**src/rtl/mult_pkg.sv**
```systemverilog
// Shared constants and helpers for the multiplier arbiter slice.
package mult_pkg;

  localparam int N_DEF    = 32;
  localparam int NREQ_DEF = 4;

  // ceil(log2(v)), clamped to 1 so an id field never collapses to zero width
  function automatic int clog2_min1(input int v);
    int r;
    r = 0;
    while ((1 << r) < v) r = r + 1;
    if (r < 1) r = 1;
    return r;
  endfunction

endpackage

```
**src/rtl/rr_arbiter.sv**
```systemverilog
// Combinational round-robin arbiter: search starts at the entry after ptr.
module rr_arbiter
  import mult_pkg::*;
#(
  parameter int NREQ = NREQ_DEF,
  parameter int IDW  = clog2_min1(NREQ)
) (
  input  logic [NREQ-1:0] req,
  input  logic [IDW-1:0]  ptr,
  input  logic            en,
  output logic [NREQ-1:0] gnt,
  output logic [IDW-1:0]  idx
);

  logic [2*NREQ-1:0] dbl;
  logic [NREQ-1:0]   rot;
  int                start;
  int                sel;
  logic              found;

  // Rotate the requests so the entry just after ptr lands at bit 0
  always_comb begin
    start = (int'(ptr) >= NREQ - 1) ? 0 : int'(ptr) + 1;
    dbl   = {req, req};
    rot   = NREQ'(dbl >> start);
  end

  // First set bit of the rotated vector, mapped back to a requester index
  always_comb begin
    gnt   = '0;
    idx   = '0;
    found = 1'b0;
    sel   = 0;
    for (int k = 0; k < NREQ; k++) begin
      if (en && !found && rot[k]) begin
        found = 1'b1;
        sel   = start + k;
        if (sel >= NREQ) sel = sel - NREQ;
      end
    end
    if (found) begin
      gnt = NREQ'(1) << sel;
      idx = IDW'(sel);
    end
  end

endmodule

```
**src/rtl/mult_arbiter.sv**
```systemverilog
// Shares one external multiplier between NREQ valid/ready requesters and
// returns each product on a single response bus tagged with the requester id.
module mult_arbiter
  import mult_pkg::*;
#(
  parameter int N       = N_DEF,
  parameter int NREQ    = NREQ_DEF,
  parameter int MUL_LAT = 0,
  parameter int IDW     = clog2_min1(NREQ)
) (
  input  logic              clk,
  input  logic              rst,
  input  logic              hold,
  input  logic [NREQ-1:0]   req_valid,
  output logic [NREQ-1:0]   req_ready,
  input  logic [NREQ*N-1:0] req_a,
  input  logic [NREQ*N-1:0] req_b,
  output logic [N-1:0]      mul_a,
  output logic [N-1:0]      mul_b,
  input  logic [2*N-1:0]    mul_p,
  output logic              rsp_valid,
  output logic [IDW-1:0]    rsp_id,
  output logic [2*N-1:0]    rsp_p,
  output logic              busy
);

  typedef struct packed {
    logic           vld;
    logic [IDW-1:0] id;
  } tag_t;

  logic [IDW-1:0]  ptr;
  logic [IDW-1:0]  gnt_idx;
  logic [NREQ-1:0] gnt;
  logic            arb_en;
  logic            fire;
  logic [N-1:0]    sel_a;
  logic [N-1:0]    sel_b;
  tag_t            issue_tag;
  tag_t            pipe_end;
  logic            pipe_busy;

  assign arb_en = ~rst & ~hold;

  rr_arbiter #(
    .NREQ (NREQ),
    .IDW  (IDW)
  ) u_arb (
    .req (req_valid),
    .ptr (ptr),
    .en  (arb_en),
    .gnt (gnt),
    .idx (gnt_idx)
  );

  assign req_ready = gnt;
  assign fire      = |(req_valid & gnt);

  // One-hot operand mux driven by the grant vector
  always_comb begin
    sel_a = '0;
    sel_b = '0;
    for (int i = 0; i < NREQ; i++) begin
      if (gnt[i]) begin
        sel_a = req_a[i*N +: N];
        sel_b = req_b[i*N +: N];
      end
    end
  end

  // Round-robin pointer moves to the winner only when a handshake completes
  always_ff @(posedge clk) begin
    if (rst) begin
      ptr <= IDW'(NREQ - 1);
    end else if (fire) begin
      ptr <= gnt_idx;
    end
  end

  // Issue stage: operands hold between handshakes, the tag valid is a pulse
  always_ff @(posedge clk) begin
    if (rst) begin
      mul_a     <= '0;
      mul_b     <= '0;
      issue_tag <= '0;
    end else begin
      issue_tag.vld <= fire;
      if (fire) begin
        mul_a        <= sel_a;
        mul_b        <= sel_b;
        issue_tag.id <= gnt_idx;
      end
    end
  end

  generate
    if (MUL_LAT == 0) begin : g_no_pipe
      assign pipe_end  = issue_tag;
      assign pipe_busy = 1'b0;
    end else begin : g_pipe
      tag_t stage [MUL_LAT];

      // Tags shift in lockstep with the multiplier registers and never stall
      always_ff @(posedge clk) begin
        if (rst) begin
          for (int s = 0; s < MUL_LAT; s++) stage[s] <= '0;
        end else begin
          stage[0] <= issue_tag;
          for (int s = 1; s < MUL_LAT; s++) stage[s] <= stage[s-1];
        end
      end

      // Any valid tag still travelling through the multiplier
      always_comb begin
        pipe_busy = 1'b0;
        for (int s = 0; s < MUL_LAT; s++) pipe_busy = pipe_busy | stage[s].vld;
      end

      assign pipe_end = stage[MUL_LAT-1];
    end
  endgenerate

  // Response register captures the product when its tag reaches the pipe end
  always_ff @(posedge clk) begin
    if (rst) begin
      rsp_valid <= 1'b0;
      rsp_id    <= '0;
      rsp_p     <= '0;
    end else begin
      rsp_valid <= pipe_end.vld;
      if (pipe_end.vld) begin
        rsp_p  <= mul_p;
        rsp_id <= pipe_end.id;
      end
    end
  end

  assign busy = issue_tag.vld | pipe_busy | rsp_valid;

endmodule

```
**config.mk**
```make
export PLATFORM = sky130hd
export DESIGN_NAME = mult_arbiter
export DESIGN_NICKNAME = d
export VERILOG_FILES = /design/src/rtl/mult_pkg.sv /design/src/rtl/rr_arbiter.sv /design/src/rtl/mult_arbiter.sv
export SDC_FILE = /design/constraint.sdc
export NUM_CORES = 1
export LEC_CHECK = 0
export ABC_AREA = 1
export BUFFER_PORTS_ARGS = -buffer_cell sky130_fd_sc_hd__buf_2
export CAP_MARGIN = 10
export CORE_AREA = 4 4 180 182
export CTS_CLUSTER_DIAMETER = 50
export DETAILED_ROUTE_END_ITERATION = 8
export DIE_AREA = 0 0 184 186
export MAX_ROUTING_LAYER = met4
export SLEW_MARGIN = 20
export SYNTH_ARGS = -nofsm -noshare
export SYNTH_HDL_FRONTEND = slang
export SYNTH_SLANG_ARGS = --single-unit
export TNS_END_PERCENT = 5
```
**constraint.sdc**
```tcl
create_clock -name clk -period 2.7 [get_ports clk]
set_clock_uncertainty 0.1 [all_clocks]
set_input_delay 0.135 -clock clk [delete_from_list [all_inputs] [get_ports clk]]
set_output_delay 0.135 -clock clk [all_outputs]
set_load 0.005 [all_outputs]
```
==> results of run 1 <==
[layer usage]
metal | global-route usage [%] | vias up | part of all wire (%)
met3 | 4.612 | 209 | 9.0
li1 | - | 5024 | -
met1 | 22.67 | 4749 | 37
met5 | - | - | 0
met2 | 35.98 | 760 | 48
met4 | 12.04 | 0 | 5.9
[stage by stage]
step / setup TNS [ps] / setup slack [ps] / hold slack, ps
final: -20.47 / -19.90 / 27.58
after CTS: -92.01 / -39.90 / 6.035
after detailed placement: 0 / 15.03 / 258.3
after global placement: 0 / 35.02 / 254.3
after global routing: -3870 / -147.7 / 64.62
after floorplan: 0 / 188.1 / 104.1
[timing repair]
action / 4_1_cts / 5_1_grt
hold buffers: 306 / 0
endpoints found under the hold margin: 130 / 0
setup buffers: 17 / 13
pin swaps: 11 / 37
setup endpoints to repair: 10 / 70
gates resized for setup: 21 / 67
gates cloned: 4 / 3
[cell families (layout without fill, tap and decap cells)]
kind of cell | count (synthesis) | count (layout) | synth area share [%]
xor+xnor | 1 | 1 | 0.1245
flops | 136 | 136 | 38.69
other cells | 0 | 3 | 0
buf+inv | 112 | 921 | 8.161
simple gates | 743 | 743 | 46.53
compound gates | 77 | 77 | 5.601
fa+ha+maj | 5 | 5 | 0.8890
[cell usage after synthesis, types with 5 or more instances]
| cell | count |
|---|---|
| and2_0 | 23 |
| inv_2 | 6 |
| nand2_1 | 361 |
| nor2_1 | 205 |
| buf_2 | 19 |
| o21ai_0 | 66 |
| nand3_1 | 48 |
| and2_1 | 8 |
| nor2_2 | 6 |
| nor2_4 | 5 |
| buf_4 | 6 |
| clkbuf_1 | 25 |
| inv_1 | 38 |
| nand4_1 | 72 |
| buf_6 | 14 |
| dfxtp_1 | 136 |
| ha_1 | 5 |
| o21ai_1 | 5 |
[final cells by class]
| type | count | area, sq um |
|---|---|---|
| antenna | 3 | 7.507 |
| clock buffer | 17 | 425.4 |
| clock inverter | 15 | 155.1 |
| fill | 2814 | 16260 |
| inverter | 46 | 187.7 |
| multi-input combinational | 826 | 4029 |
| sequential | 136 | 2731 |
| tap | 396 | 495.5 |
| timing repair buffer | 843 | 6297 |
[path summary, 6_finish.rpt]
| check | from | end | slack [ps] | depth (start not counted) |
|---|---|---|---|---|
| max | ptr[0] | mul_a[23] | -20 | 17 |
| min | req_a[25] | mul_a[25] | 30 | 5 |
| max reg2reg | ptr[0] | mul_a[23] | -20 | 17 |
| min reg2reg | issue_tag[1] | issue_tag[1] | 370 | 2 |
[sequential cells by signal, summed over array words and instances (netlist names)]
name and count:
mul_b 32, issue_tag 3, rsp_id 2, rsp_p 64, rsp_valid 1, mul_a 32
ptr 2
[worst register-to-register path: stages, from the launching register on]
cell	delay, ps
dfxtp_4	390
inv_4	40
ha_4	360
inv_8	70
nand3_4	90
nand2_2	60
nor2_4	150
buf_4	140
nand4_4	100
nand2_2	110
buf_4	150
nor2_4	40
nand3_2	70
inv_4	50
buf_6	140
bufbuf_16	290
nand2_1	90
nand4_1	140
[power by group through the flow]
stage / registers, mW / clock network (mW) / logic, mW
6_report: 3.37 / 2.33 / 9.82
5_1_grt: 3.47 / 2.50 / 10.7
4_1_cts: 3.34 / 2.41 / 8.98
3_5_place_dp: 3.38 / 0 / 7.88
3_3_place_gp: 3.37 / 0 / 7.80
2_1_floorplan: 3.42 / 0 / 4.83
==> impl_summary.txt, run 1 <==
----------------------------------------------------
[Worst setup path]
  Master of the slowest instance on the critical path ... dfxtp_4
  Worst path required time ... 2880 ps
  Buffers & Inverters on Critical Path ... 7
  Data arrival time at the worst-slack endpoint ... 2900 ps
  Biggest fanout along the worst timing path ... 17
  Crit path max-delay family ... buffers and inverters
  Setup CP Type ... reg -> reg
  Critical path launch point type ... register
  Maximum single-stage delay on the critical path ... 390 ps
  Cell breakdown of the critical path ... inv_4 -> ha_4 -> inv_8 -> nand3_4 -> nand2_2 -> nor2_4 -> buf_4 -> nand4_4 -> nand2_2 -> buf_4 -> nor2_4 -> nand3_2 -> inv_4 -> buf_6 -> bufbuf_16 -> nand2_1 -> nand4_1
  Critical Path Sink Type ... register

[Global routing]
  Maximum number of pins on one net before global-route repair ... 68
  Overflow left after global routing ... 0
  GR Util All Layers ... 21.09%
  Initial antenna violation count ... 2
  Global-route wire length before repair ... 55,780 microns
  Via count of the first global-routing pass ... 10,850

[Detailed routing]
  Detailed-route wire length ... 38,580 microns
  Vias per Instance ... 4.707
  Via total after detailed routing ... 10,740
  Pre-antenna DRT Iters ... 8
  Number of DRC violations after detailed-routing iteration 0 ... 593
  Routed Antenna Nets ... 0
  Average routed wire per standard cell ... 16.91 microns
  Number of remaining DRC errors ... 0

[Pwr]
  Part of the total power dissipated in sequential elements ... 21.7%
  Power consumption ... 15.51 mW
  Switching part of the total power ... 45.47%
  Peak ir drop on the vdd network ... 707.2 uV
  Static leakage power ... 7.079 nW
  Sw power ... 7.052 mW
  Internal ... 8.459 mW
  Clk network pwr share ... 15.0%
  Combinational share of power ... 63.3%
  Cell Pwr Density ... 1082 nW/um^2

[Logic synthesis]
  Post-Synthesis Cells ... 1,074
  Share of synthesized area occupied by flip-flops and latches ... 38.69%
  FFs w/ async S/R, synth ... 0%
  Net count of the mapped netlist ... 1,406
  Avg Inst Size Synth ... 6.552 sq um
  Number of warning messages in the yosys log ... 0
  Register bit count reported by yosys ... 136
  Mapped Area ... 7037 sq um
  Area share of the largest cell type after synthesis ... 38.69%
  Cell taking the most area after synthesis ... dfxtp_1
  Leading post-synthesis cells by cell area ... dfxtp_1 39%, nand2_1 19%, nor2_1 11%
  Unique cell type count in the Yosys netlist ... 32
  EDFF count, synth ... 0
  Top_reg_cell synth ... dfxtp_1

[Run status]
  Violated checks ... negative setup slack
  Outcome ... complete, but fails checks

[Clocking]
  Sinks on the clock net ... 136
  CTS buffer count ... 17
  TritonCTS clock tree ... built
  Max Root-Sink Buffers ... 2
  Clock Root Buffer ... clkbuf_16
  Clk Latency, worst-skew pair ... 420 ps
  Deepest level of the CTS H-tree ... 4
  Clock transition at the registers of the reported paths ... 70 ps

[Floorplanning]
  Placeable core region ... 30,590 sq um
  Total Die Area ... 34,220 sq um
  Num rows ... 64
  Die span in y ... 186 microns
  Top Ports ... 463
  Horiz. Die Dim ... 184 microns
  Initial core utilization ... 23.00%

[Finish]
  Layout net count ... 2,202
  Non-filler cells in the finished layout ... 2,282
  Area growth syn-to-layout ... 103.6%
  Commonest non-fill, non-tap cell in the layout ... buf_2
  Post-Layout Inst Area ... 14,330 sq um
  Commonest cells after routing, fill and taps aside ... 460 x buf_2, 344 x nand2_1, 306 x dlygate4sd3_1, 201 x nor2_1, 133 x dfxtp_1
  Fraction of final layout cells with drive strength greater than 1 ... 34.41%
  Utilization of the core after routing ... 46.84%

[STA]
  Max-Slew Margin vs Limit ... 40.47%
  Final worst-path cycle share ... 100.7%
  Fmax ... 0.3677 GHz
  Final hold violation count ... 0
  Worst-margin pin slew ... 893.0 ps
  Number of max-slew violations in the final report ... 0
  Unrepaired setup endpoints after global routing ... yes
  Worst path setup slack after routing ... -19.90 ps
  Setup violators final ... 3
  Final period demand of the worst path ... 2720 ps

[Place]
  # port buffers ... 462
  Total instance count after detailed placement ... 1,906
  DP Wirelength ... 22,700 microns
  Final weighted congestion in routability-driven placement ... 0.9090
  Cell Area, Placed ... 9897 sq um

[Hold path]
  Type of the most critical hold path ... in -> reg

[Job]
  Max-cap violations ... 0

----------------------------------------------------
No activity file was read; power rests on OpenSTA's default activity.
==> run 2, diff against run 1 <==
--- a/config.mk
+++ b/config.mk
@@ -6,13 +6,13 @@
 export NUM_CORES = 1
 export LEC_CHECK = 0
 export ABC_AREA = 1
-export BUFFER_PORTS_ARGS = -buffer_cell sky130_fd_sc_hd__buf_2
 export CAP_MARGIN = 10
 export CORE_AREA = 4 4 180 182
 export CTS_CLUSTER_DIAMETER = 50
 export DETAILED_ROUTE_END_ITERATION = 8
 export DIE_AREA = 0 0 184 186
-export MAX_ROUTING_LAYER = met4
+export DONT_BUFFER_PORTS = 1
+export REMOVE_ABC_BUFFERS = 1
 export SLEW_MARGIN = 20
 export SYNTH_ARGS = -nofsm -noshare
 export SYNTH_HDL_FRONTEND = slang
==> impl_summary.txt, run 2 <==
----------------------------------------------------
[Logic synthesis]
  Leading post-synthesis cells by cell area ... dfxtp_1 39%, nand2_1 19%, nor2_1 11%
  Share of synthesized area occupied by flip-flops and latches ... 38.69% (unchanged)
  Library cell with the highest instance count after synthesis ... nand2_1
  Area share of the largest cell type after synthesis ... 38.69% (unchanged)
  EDFF count, synth ... 0 (unchanged)
  Number of warning messages in the yosys log ... 0 (unchanged)
  Unique cell type count in the Yosys netlist ... 32 (unchanged)
  Top_reg_cell synth ... dfxtp_1
  Mapped Area ... 7037 sq um (unchanged)
  FFs w/ async S/R, synth ... 0% (unchanged)
  Post-Synthesis Cells ... 1,074 (unchanged)
  Avg Inst Size Synth ... 6.552 sq um (unchanged)
  Register bit count reported by yosys ... 136 (unchanged)
  Cell taking the most area after synthesis ... dfxtp_1
  Leading cell types by count after synthesis ... 361 x nand2_1, 205 x nor2_1, 136 x dfxtp_1

[Floorplanning]
  Initial core utilization ... 23.00% (unchanged)
  Num rows ... 64 (unchanged)
  Top Ports ... 463 (unchanged)
  Horiz. Die Dim ... 184 microns (unchanged)
  Die span in y ... 186 microns (unchanged)

[Place]
  Final weighted congestion in routability-driven placement ... 0.9217 (+1.4%)
  Total instance count after detailed placement ... 1,445 (-24%)
  # port buffers ... 0 (-100%)
  Cell Area, Placed ... 7610 sq um (-23%)
  Pre-CTS setup slack ... 9.839 ps (-5.196 ps)
  DP Wirelength ... 21,110 microns (-7.0%)

[Clocking]
  Deepest level of the CTS H-tree ... 4 (unchanged)
  Max Root-Sink Buffers ... 2 (unchanged)
  Post-CTS sizing ... 17 (-19%)
  CTS buffer count ... 17 (unchanged)
  Sinks on the clock net ... 136 (unchanged)
  Post-CTS setup buffer count ... 16 (-1)
  Count of hold-fix buffers inserted at cts ... 300 (-2.0%)
  Clock Root Buffer ... clkbuf_16

[Run status]
  Stopped at ... clock tree synthesis
  Tool error ... [ERROR RSZ-0060] Max buffer count reached.
  Outcome ... stopped before the end

----------------------------------------------------
==> run 2: metrics by stage <==
stage / setup TNS [ps] / hold slack, ps
2_1_floorplan: -56830 / 104.1
3_5_place_dp: 0 / 108.2
3_3_place_gp: 0 / 106.5
==> run 2: cell families after synthesis <==
| family | share of synthesized area [%] |
|---|---|
| flops | 38.69 |
| xor+xnor | 0.1245 |
| fa+ha+maj | 0.8890 |
| compound gates | 5.601 |
| simple gates | 46.53 |
| buf+inv | 8.161 |
==> run 3, diff against run 2 <==
--- a/config.mk
+++ b/config.mk
@@ -7,11 +7,11 @@
 export LEC_CHECK = 0
 export ABC_AREA = 1
 export CAP_MARGIN = 10
-export CORE_AREA = 4 4 180 182
-export CTS_CLUSTER_DIAMETER = 50
+export CORE_AREA = 4 4 193 195
 export DETAILED_ROUTE_END_ITERATION = 8
-export DIE_AREA = 0 0 184 186
+export DIE_AREA = 0 0 197 199
 export DONT_BUFFER_PORTS = 1
+export PLACE_DENSITY_LB_ADDON = 0.15
 export REMOVE_ABC_BUFFERS = 1
 export SLEW_MARGIN = 20
 export SYNTH_ARGS = -nofsm -noshare
==> constraint.sdc (replaced) <==
create_clock -name clk -period 3.5 [get_ports clk]
set_clock_uncertainty 0.1 [all_clocks]
set_input_delay 0.175 -clock clk [delete_from_list [all_inputs] [get_ports clk]]
set_output_delay 0.175 -clock clk [all_outputs]
set_load 0.005 [all_outputs]
==> impl_summary.txt, run 3 <==
----------------------------------------------------
[Place]
  Final weighted congestion in routability-driven placement ... 0.8391 (-9.0%)
  # port buffers ... 0 (unchanged)
  DP Wirelength ... 22,280 microns (+5.5%)
  Total instance count after detailed placement ... 1,487 (+2.9%)
  Cell Area, Placed ... 7460 sq um (-2.0%)

[Floorplanning]
  Initial core utilization ... 19.88% (-3.1 points)
  Top Ports ... 463 (unchanged)
  Num rows ... 69 (+7.8%)
  Horiz. Die Dim ... 197 microns (+7.1%)
  Die span in y ... 199 microns (+7.0%)

[Clocking]
  Count of hold-fix buffers inserted at cts ... 305 (+1.7%)
  Sinks on the clock net ... 136 (unchanged)
  Clock Root Buffer ... clkbuf_16
  Deepest level of the CTS H-tree ... 4 (unchanged)
  Post-CTS sizing ... 0 (-17)
  CTS buffer count ... 17 (unchanged)
  Post-CTS setup buffer count ... 0 (-16)
  Max Root-Sink Buffers ... 2 (unchanged)

[Logic synthesis]
  Post-Synthesis Cells ... 1,074 (unchanged)
  Mapped Area ... 7037 sq um (unchanged)
  Share of synthesized area occupied by flip-flops and latches ... 38.69% (unchanged)
  Register bit count reported by yosys ... 136 (unchanged)
  Top_reg_cell synth ... dfxtp_1
  Number of warning messages in the yosys log ... 0 (unchanged)
  FFs w/ async S/R, synth ... 0% (unchanged)
  Leading cell types by count after synthesis ... 361 x nand2_1, 205 x nor2_1, 136 x dfxtp_1
  Unique cell type count in the Yosys netlist ... 32 (unchanged)
  Area share of the largest cell type after synthesis ... 38.69% (unchanged)
  Avg Inst Size Synth ... 6.552 sq um (unchanged)
  Library cell with the highest instance count after synthesis ... nand2_1
  Cell taking the most area after synthesis ... dfxtp_1
  Leading post-synthesis cells by cell area ... dfxtp_1 39%, nand2_1 19%, nor2_1 11%
  EDFF count, synth ... 0 (unchanged)

[Run status]
  Outcome ... stopped before the end
  Tool error ... [ERROR RSZ-0060] Max buffer count reached.
  Stopped at ... clock tree synthesis

----------------------------------------------------
-- run 3: cell counts after synthesis --
Identical to the previous run, type by type.
-- run 3: cells by family after synthesis --
family | Yosys count | synth area share (%)
XOR/XNOR | 1 | 0.1245
flip-flops | 136 | 38.69
adder cells (fa/ha/maj) | 5 | 0.8890
AND/OR/NAND/NOR | 743 | 46.53
AO/OA/AOI/OAI | 77 | 5.601
buffers and inverters | 112 | 8.161
-- run 3: per-stage QoR --
stage	setup WS (ps)	TNS, ps	util (%)
2_1_floorplan	-199.3	-4589	-
3_5_place_dp	267.6	0	21.07
3_3_place_gp	262.0	0	21.07
